**src/rtl/rf_pkg.sv**
```systemverilog
// Shared definitions for the MIPS register file, its write-port arbiter and
// the decode-stage hazard logic.
//   REG_ADDR_W  : register address width
//   REG_DATA_W  : register data width
//   NUM_REGS    : number of architectural registers (r0 reads as zero)
//   arb_state_t : write-port arbiter state encoding
//   is_r0()     : true when an address names the hardwired-zero register
package rf_pkg;

    localparam int REG_ADDR_W = 5;
    localparam int REG_DATA_W = 32;
    localparam int NUM_REGS   = 32;

    typedef enum logic [1:0] {
        IDLE  = 2'd0,
        WAIT  = 2'd1,
        FORCE = 2'd2
    } arb_state_t;

    function automatic logic is_r0(input logic [REG_ADDR_W-1:0] addr);
        return (addr == '0);
    endfunction

endpackage

```
**src/rtl/rf_scoreboard.sv**
```systemverilog
// Pending-destination scoreboard for multi-cycle mul/div results.
// A register is marked busy when a mul/div op targeting it issues and is
// released when its result is accepted onto the write port. r0 is never busy.
// Ports:
//   clk, rst_n           clock, asynchronous active-low reset
//   set_valid, set_addr  mul/div issue (marks destination busy)
//   clr_valid, clr_addr  mul/div result accepted (releases destination)
//   chk_addr1/2          lookup addresses from decode
//   chk_busy1/2          lookup results (combinational from state)
//   err                  protocol violation seen this cycle (double issue,
//                        or a result returning to a register not pending)
module rf_scoreboard
    import rf_pkg::*;
(
    input  logic                  clk,
    input  logic                  rst_n,
    input  logic                  set_valid,
    input  logic [REG_ADDR_W-1:0] set_addr,
    input  logic                  clr_valid,
    input  logic [REG_ADDR_W-1:0] clr_addr,
    input  logic [REG_ADDR_W-1:0] chk_addr1,
    input  logic [REG_ADDR_W-1:0] chk_addr2,
    output logic                  chk_busy1,
    output logic                  chk_busy2,
    output logic                  err
);

    // Only r1..r31 hold state; bit 0 of the full view is a constant zero.
    logic [NUM_REGS-1:1] busy_q;
    logic [NUM_REGS-1:1] busy_d;
    logic [NUM_REGS-1:0] busy_vec;
    logic                set_eff;
    logic                clr_eff;
    logic                clr_same;

    assign busy_vec = {busy_q, 1'b0};
    assign set_eff  = set_valid && !is_r0(set_addr);
    assign clr_eff  = clr_valid && !is_r0(clr_addr);
    assign clr_same = clr_eff && (clr_addr == set_addr);

    // Clear first, then set, so a same-cycle issue to a retiring register
    // leaves it busy for the newly issued op.
    always_comb begin
        busy_d = busy_q;
        if (clr_eff) begin
            busy_d[clr_addr] = 1'b0;
        end
        if (set_eff) begin
            busy_d[set_addr] = 1'b1;
        end
    end

    always_ff @(posedge clk or negedge rst_n) begin
        if (!rst_n) begin
            busy_q <= '0;
        end else begin
            busy_q <= busy_d;
        end
    end

    assign chk_busy1 = busy_vec[chk_addr1];
    assign chk_busy2 = busy_vec[chk_addr2];

    assign err = (set_eff && busy_vec[set_addr] && !clr_same)
               || (clr_eff && !busy_vec[clr_addr]);

endmodule

```
**src/rtl/rf_wb_arbiter.sv**
```systemverilog
// Register-file write-port arbiter with mul/div destination scoreboard.
// Shares the single write port between in-order writeback (A) and the
// mul/div result return (B). A normally wins; B is forced through after
// waiting STARVE_LIMIT cycles, with stall_req holding the pipeline off.
//
//   state | meaning
//   ------+---------------------------------------------
//   IDLE  | no B result waiting
//   WAIT  | B result waiting and losing to A
//   FORCE | B has priority, stall_req asserted
//
// Ports:
//   clk, rst_n                  clock, asynchronous active-low reset
//   a_valid/a_addr/a_data       writeback request (always accepted)
//   b_valid/b_ready/b_addr/b_data  mul/div result handshake
//   iss_valid/iss_addr          mul/div issue, marks destination pending
//   chk_addr1/2, chk_busy1/2    decode RAW lookup
//   stall_req                   registered pipeline stall request
//   rf_wr_en/addr/data          registered register-file write port
//   proto_err                   sticky protocol-violation flag
module rf_wb_arbiter
    import rf_pkg::*;
#(
    parameter int STARVE_LIMIT = 4
) (
    input  logic                  clk,
    input  logic                  rst_n,
    input  logic                  a_valid,
    input  logic [REG_ADDR_W-1:0] a_addr,
    input  logic [REG_DATA_W-1:0] a_data,
    input  logic                  b_valid,
    output logic                  b_ready,
    input  logic [REG_ADDR_W-1:0] b_addr,
    input  logic [REG_DATA_W-1:0] b_data,
    input  logic                  iss_valid,
    input  logic [REG_ADDR_W-1:0] iss_addr,
    input  logic [REG_ADDR_W-1:0] chk_addr1,
    input  logic [REG_ADDR_W-1:0] chk_addr2,
    output logic                  chk_busy1,
    output logic                  chk_busy2,
    output logic                  stall_req,
    output logic                  rf_wr_en,
    output logic [REG_ADDR_W-1:0] rf_wr_addr,
    output logic [REG_DATA_W-1:0] rf_wr_data,
    output logic                  proto_err
);

    localparam int CNT_W = $clog2(STARVE_LIMIT + 1);
    localparam logic [CNT_W-1:0] CNT_MAX   = CNT_W'(STARVE_LIMIT);
    localparam logic [CNT_W-1:0] CNT_FORCE = CNT_W'(STARVE_LIMIT - 1);

    arb_state_t     state;
    logic [CNT_W-1:0] wait_cnt;

    logic a_req;
    logic b_accept;
    logic b_denied;
    logic a_win;
    logic sb_err;

    // Writes to r0 are swallowed and never hold the port against B.
    assign a_req    = a_valid && !is_r0(a_addr);
    assign b_ready  = !a_req || (state == FORCE);
    assign b_accept = b_valid && b_ready;
    assign b_denied = b_valid && !b_ready;
    assign a_win    = a_req && !b_accept;

    rf_scoreboard u_scoreboard (
        .clk       (clk),
        .rst_n     (rst_n),
        .set_valid (iss_valid),
        .set_addr  (iss_addr),
        .clr_valid (b_accept),
        .clr_addr  (b_addr),
        .chk_addr1 (chk_addr1),
        .chk_addr2 (chk_addr2),
        .chk_busy1 (chk_busy1),
        .chk_busy2 (chk_busy2),
        .err       (sb_err)
    );

    always_ff @(posedge clk or negedge rst_n) begin
        if (!rst_n) begin
            state      <= IDLE;
            wait_cnt   <= '0;
            stall_req  <= 1'b0;
            rf_wr_en   <= 1'b0;
            rf_wr_addr <= '0;
            rf_wr_data <= '0;
            proto_err  <= 1'b0;
        end else begin
            rf_wr_en  <= 1'b0;
            stall_req <= 1'b0;

            if (b_accept) begin
                if (!is_r0(b_addr)) begin
                    rf_wr_en   <= 1'b1;
                    rf_wr_addr <= b_addr;
                    rf_wr_data <= b_data;
                end
            end else if (a_win) begin
                rf_wr_en   <= 1'b1;
                rf_wr_addr <= a_addr;
                rf_wr_data <= a_data;
            end

            if (!b_valid || b_accept) begin
                wait_cnt <= '0;
            end else if (wait_cnt != CNT_MAX) begin
                wait_cnt <= wait_cnt + 1'b1;
            end

            // wait_cnt is zero in IDLE, so the IDLE->FORCE shortcut only
            // fires for STARVE_LIMIT == 1 and keeps the wait bound at
            // STARVE_LIMIT+1 cycles there too.
            case (state)
                IDLE: begin
                    if (b_denied) begin
                        if (wait_cnt >= CNT_FORCE) begin
                            state     <= FORCE;
                            stall_req <= 1'b1;
                        end else begin
                            state <= WAIT;
                        end
                    end
                end
                WAIT: begin
                    if (!b_valid || b_accept) begin
                        state <= IDLE;
                    end else if (wait_cnt >= CNT_FORCE) begin
                        state     <= FORCE;
                        stall_req <= 1'b1;
                    end
                end
                FORCE: begin
                    state <= IDLE;
                end
                default: begin
                    state <= IDLE;
                end
            endcase

            if ((a_valid && stall_req) || sb_err) begin
                proto_err <= 1'b1;
            end
        end
    end

endmodule

```
**config.mk**
```make
export PLATFORM = sky130hd
export DESIGN_NAME = rf_wb_arbiter
export DESIGN_NICKNAME = d
export VERILOG_FILES = /design/src/rtl/rf_pkg.sv /design/src/rtl/rf_scoreboard.sv /design/src/rtl/rf_wb_arbiter.sv
export SDC_FILE = /design/constraint.sdc
export NUM_CORES = 1
export LEC_CHECK = 0
export BUFFER_PORTS_ARGS = -buffer_cell sky130_fd_sc_hd__buf_2
export CORE_MARGIN = 2
export CORE_UTILIZATION = 26
export CTS_BUF_LIST = sky130_fd_sc_hd__clkbuf_8
export DETAILED_ROUTE_END_ITERATION = 10
export MAX_ROUTING_LAYER = met4
export PLACE_DENSITY = 0.54
export SLEW_MARGIN = 20
export SYNTH_ARGS = -nofsm -noshare
export SYNTH_HDL_FRONTEND = slang
export SYNTH_SLANG_ARGS = --single-unit
```
**constraint.sdc**
```tcl
create_clock -name clk -period 2.9 [get_ports clk]
set_clock_uncertainty 0.1 [all_clocks]
set_input_delay 0.435 -clock clk [delete_from_list [all_inputs] [get_ports clk]]
set_output_delay 0.435 -clock clk [all_outputs]
set_load 0.1 [all_outputs]
```
==> flow_summary.toml, run 1 <==
[outcome]
status = "complete, no violations"

[synth]
syn_inst = 484
ys_ff_latch = 76
synth.most_common_cell = "nand2_1"
synth_nets = 581
synth_area_leader_cell = "dfrtp_1"
synth.area.top_cells = "dfrtp_1 (42%), mux4_2 (11%), nand2_1 (7.5%), o21ai_0 (6.3%), a31oi_1 (5.1%)"
yosysUniqueCellTypes = 43
syn_avg_cell_area_um2 = 9.33
yosysTopAreaCellShare_pct = 42.1
netlist_area_mm2 = 0.00452
yosysSeqAreaShare_pct = 42.1
ys.flop_type = "dfrtp_1"
synth-edff-count = 0
yosys_warnings = 0
async_flop_share_pct = 100
synth_commonest_cells = "nand2_1 (90), dfrtp_1 (76), o21ai_0 (57), nor2_1 (43), a31oi_1 (37)"

[cts]
root_buffer = "clkbuf_8"
worstSkewPairLatency_ns = 0.36
cts_tree = "done"
clkSlewWorstSetupHoldPaths_ns = 0.08
cts_sinks = 76
cts-buffers-inserted = 9
htreeDepth = 3
cts_buffer_depth = 2
post_cts_buffers = 0

[sta]
finalSetupViolCount = 0
max_freq_mhz = 352
hold_viol = 0
rsz0062_at_grt = "no"
worst_pin_slew_ns = 0.606
slew_headroom_pct = 59.3
finalSetupTns_ns = 0
fin_crit_ns = 2.84
fin_hold_ws_ns = 0.219
finalMaxSlewViolations = 0
period_share_pct = 97.8

[die]
dieArea_mm2 = 0.0184
row_count = 48
die_w_um = 136
start_util_pct = 26.4
io_pins = 137
fp.dieH_um = 136
fp.coreArea_mm2 = 0.0171

[critical_path]
r2r_end = "rf_wr_data[7]"
reg2reg_depth = 7
critPathArrivalTime_ns = 2.30
cp-end-kind = "primary output"
reg2reg_slack_ns = 0.76
reg2reg_from = "state[1]"
crit_type = "reg -> out"
critPathCapture = "chk_busy1"
crit_path_start_kind = "flop"
critPathRequiredTime_ns = 2.37
crit_start = "u_scoreboard.busy_q[31]"
path_max_fanout = 5

[worst_hold_path]
hold_path_class = "in -> reg"
hp-start = "b_data[1]"

[detailed_routing]
routed.top_layer = "met4"
wl_met1_um = 5760
vias = 4357
drt_wl_total_um = 14000
first_pass_iters = 4
drtAntennaViolNets = 0
drcViolationCount = 0
wl_per_cell_um = 16.8
wl_met2_um = 6810
drt_iter0_drc = 243
vias_per_cell = 5.22
wl_met3_um = 1030

[cells_and_area]
drive_gt1_share_pct = 32.6
nets = 702
diodes = 0
nFillCells = 1770
syn_to_final_growth_pct = 25.0

[place]
place_congestion = 0.936
port_buffers = 136
post-dp-hpwl_um = 10300

[grt]
grt_overflow = 0
grt_antenna_before_repair = 0
grt_max_degree = 77
grt_use_total_pct = 15.5
grt_pass1_wl_um = 21600
grt_pass1_vias = 4274

[power_and_ir_drop]
powerDensity_mw_per_mm2 = 652
peakVddDrop_uv = 305
total_power_mw = 3.68
leakage_nw = 2.42

[flow_run]
cap_viol_max_count = 0
[cell usage in the layout, fill, tap and decap left out, types with 3 or more instances in the layout]
cell type,n
nand2_1,90
mux2_2,6
xnor2_1,4
nor3b_1,8
nor2_1,43
o2bb2ai_1,3
nand3b_1,9
buf_4,11
clkbuf_8,9
a21oi_1,7
nor3_1,7
mux4_2,23
o22ai_1,6
inv_1,10
o21ai_0,57
a31oi_1,37
o31ai_1,5
ha_1,3
buf_2,133
dfrtp_2,3
nand3_1,10
mux2i_1,18
dfrtp_1,73
clkinv_2,3
[flip-flops by register name, summed over array words and instances, names as in the netlist]
name and flops:
rf_wr_data 32, rf_wr_addr 5, stall_req 1, u_scoreboard.busy_q 31, rf_wr_en 1, proto_err 1
wait_cnt 3, state 2
[worst min-delay path by stage]
stage | end | cells after the start
after global routing | rf_wr_data[1] | 3
after CTS | u_scoreboard.busy_q[8] | 1
after detailed placement | state[0] | 1
after floorplan | proto_err | 0
final | rf_wr_data[1] | 3
after global placement | state[0] | 1
[power by group]
| group | total, mW | internal (mW) | switching, mW |
|---|---|---|---|
| clock | 0.806 | 0.394 | 0.411 |
| sequential | 1.46 | 1.24 | 0.223 |
| combinational | 1.41 | 0.436 | 0.978 |
| total | 3.68 | 2.07 | 1.61 |
[logic make-up after synthesis]
kind of cell,after synthesis,share of synthesized area (%)
buf+inv,46,4.54
simple gates,182,18.1
fa+ha+maj,3,0.831
mux,48,17.2
xor+xnor,6,1.16
flops,76,42.1
compound gates,123,16.1
[worst max-delay path, stage by stage (launching register included)]
cell	delay, ns
dfrtp_1	0.46
mux4_2	0.49
mux4_2	0.48
mux2_2	0.28
buf_4	0.23
[through the flow]
step | setup WS, ns | util, % | cell area (um^2) | instances
after floorplan | 0.00232 | - | 4540 | 484
after global placement | 0.120 | 31.7 | 5420 | 817
after detailed placement | 0.0739 | 31.7 | 5420 | 817
after CTS | 0.0209 | 32.8 | 5610 | 833
after global routing | 0.0000202 | 33.0 | 5650 | 835
final | 0.0631 | 33.0 | 5650 | 835
[repair_timing]
action | in CTS | in global routing
hold buffers | 0 | 1
gates cloned | 0 | 0
setup endpoints to repair | 2 | 2
gates resized for setup | 2 | 3
hold endpoints to repair | 0 | 35
[final cells by class]
class | instances | area (um^2) | share of cell area, %
Timing Repair Buffer | 147 | 798 | 14.1
Sequential cell | 76 | 1910 | 33.7
Multi-Input combinational cell | 362 | 2440 | 43.2
Tap cell | 225 | 282 | 4.98
Clock buffer | 9 | 124 | 2.19
Inverter | 9 | 33.8 | 0.598
Clock inverter | 7 | 66.3 | 1.17
[layer usage]
metal  vias to the layer above  track usage (%)
met1                      2123             18.0
li1                       1995                -
met4                         0             7.06
met2                       205             25.8
met5                         -                -
met3                        34             2.99
Note: power is estimated with default switching activity, not from simulation.
==> inputs of run 2 (changes only) <==
- CORE_MARGIN: 2 -> 10
- CORE_UTILIZATION: 26 -> 54
- PLACE_DENSITY: 0.54 -> 0.91
- RECOVER_POWER: default -> 25
==> run 2 against run 1 <==
Against the previous run:
- the run now ends with capacitance limit, slew limit left
- maximum frequency down 0.27%
- power up 2.0%
- non-clock buffer count down 1
- global-route usage up 7.5 points
- critical path type unchanged
- largest power group unchanged
==> flow_summary.toml, run 2 (same netlist as run 1, synthesis figures left out) <==
[cells_and_area]
utilization_pct = 67.2
regMostFlops = "rf_wr_data"
drive_gt1_share_pct = 31.9
regArea_mm2 = 0.00190
nFillCells = 646
layout_common_cells = "buf_2 (133), nand2_1 (90), dfrtp_1 (76), o21ai_0 (57), nor2_1 (43)"
final_common_cell = "buf_2"
top_regs = "rf_wr_data (32), u_scoreboard.busy_q (31), rf_wr_addr (5)"
diodes = 0
multi_input_area_mm2 = 0.00244
stdcell_count = 714
largest_register_ffs = 32
nets = 701
syn_to_final_growth_pct = 21.7

[power_and_ir_drop]
powerDensity_mw_per_mm2 = 683
peakVddDrop_uv = 250
leakage_nw = 2.41

[sta]
finalMaxSlewViolations = 39
finalSetupTns_ns = 0
hold_viol = 0
finalSetupViolCount = 0
worst_pin_slew_ns = 2.20
rsz0062_at_grt = "no"
fin_crit_ns = 2.84
slew_headroom_pct = -46.5
max_freq_mhz = 352
period_share_pct = 98.1

[critical_path]
reg2reg_slack_ns = 0.79
cp_common_cell = "mux4_2"
cp.depth = 4
crit_chain = "mux4_2 -> mux4_2 -> mux2_2 -> buf_4"
critPathCapture = "chk_busy2"
cp-end-kind = "primary output"
path_max_fanout = 5
reg2reg_from = "state[1]"
crit_type = "reg -> out"
max_stage_delay_ns = 0.49
worstPathBufferInverterCount = 1
crit_path_start_kind = "flop"
critPathArrivalTime_ns = 2.31
crit_start = "u_scoreboard.busy_q[15]"
reg2reg_depth = 7
worst_path_max_delay_cell = "mux4_2"
path_delay_family = "multiplexers"
r2r_end = "rf_wr_data[7]"
critPathRequiredTime_ns = 2.37

[cts]
cts-buffers-inserted = 9
cts_buffer_depth = 2
clkSlewWorstSetupHoldPaths_ns = 0.10
root_buffer = "clkbuf_8"
cts_sinks = 76
htreeDepth = 3
cts_tree = "done"
worstSkewPairLatency_ns = 0.37
cts_hold_buf = 0

[flow_run]
cap_viol_max_count = 1

[die]
fp.coreArea_mm2 = 0.00818
io_pins = 137
fp.dieH_um = 111
dieArea_mm2 = 0.0124
row_count = 33
die_w_um = 111
start_util_pct = 55.2

[detailed_routing]
first_pass_iters = 6
drt_iter0_drc = 761
wl_per_cell_um = 20.2
drt_wl_total_um = 14400
drcViolationCount = 0
vias_per_cell = 6.18
drtAntennaViolNets = 0
vias = 4410

[outcome]
status = "finished with violations"
violations = "capacitance limit, slew limit"

[place]
port_buffers = 136
place_congestion = 0.978
post-dp-hpwl_um = 10700
dp_cells = 698

[grt]
grt_use_total_pct = 22.9
grt_pass1_wl_um = 22800
grt_pass1_vias = 4266
grt_antenna_before_repair = 0
grt_max_degree = 76
grt_overflow = 0

[worst_hold_path]
hold_path_class = "in -> reg"
[run 2: worst min path at each step]
stage	startpoint	to	slack, ns	cells past startpoint
after floorplan	rst_n	proto_err	0.04	0
after global placement	state[1]	state[0]	0.38	1
after detailed placement	proto_err	proto_err	0.38	2
after global routing	a_data[21]	rf_wr_data[21]	0.20	3
after CTS	rst_n	u_scoreboard.busy_q[29]	0.10	1
final	a_data[25]	rf_wr_data[25]	0.20	3
[run 2: per-layer routing]
layer  part of all wire, %  routed length, um  GRT usage [%]
met1                    37               5370           26.5
met2                    50               7160           37.4
met3                    10               1460           6.01
met4                   3.0                427           8.91
met5                     0                  0              -
[run 2: cell type report]
cell class              instances  area share (%)
multi-input cells             362            44.3
clock buffers                   9            2.25
inverters                       9           0.614
well taps                     105            2.39
clock inverters                 7            1.62
repair buffers                146            14.2
flip-flops and latches         76            34.6
[run 2: through the flow]
step | cell area (um^2) | power (mW) | worst slack, ns | hold WS (ns)
after global routing | 5500 | 3.90 | 0.00347 | 0.202
after floorplan | 4540 | 2.49 | 0.00232 | 0.0394
final | 5500 | 3.75 | 0.0555 | 0.202
after global placement | 5290 | 2.83 | 0.108 | 0.379
after detailed placement | 5290 | 2.86 | 0.0841 | 0.382
after CTS | 5500 | 3.74 | 0.000939 | 0.105
[run 2: repair_timing]
item / in CTS / in global routing
resized for setup: 1 / 2
endpoints found under the setup margin: 1 / 1
buffers inserted: 0 / 0
hold endpoints to repair: 0 / 0
[run 2: where the power goes]
part / switching (mW) / internal [mW] / total, mW / leakage, nW
registers: 0.223 / 1.23 / 1.46 / 0.895
logic: 0.983 / 0.434 / 1.42 / 1.41
clock network: 0.460 / 0.420 / 0.880 / 0.106
total: 1.67 / 2.09 / 3.75 / 2.41
[run 2: worst min-delay path, stage by stage]
cell and delay, ns:
buf_2 0.09, nand2_1 0.05, a31oi_1 0.07
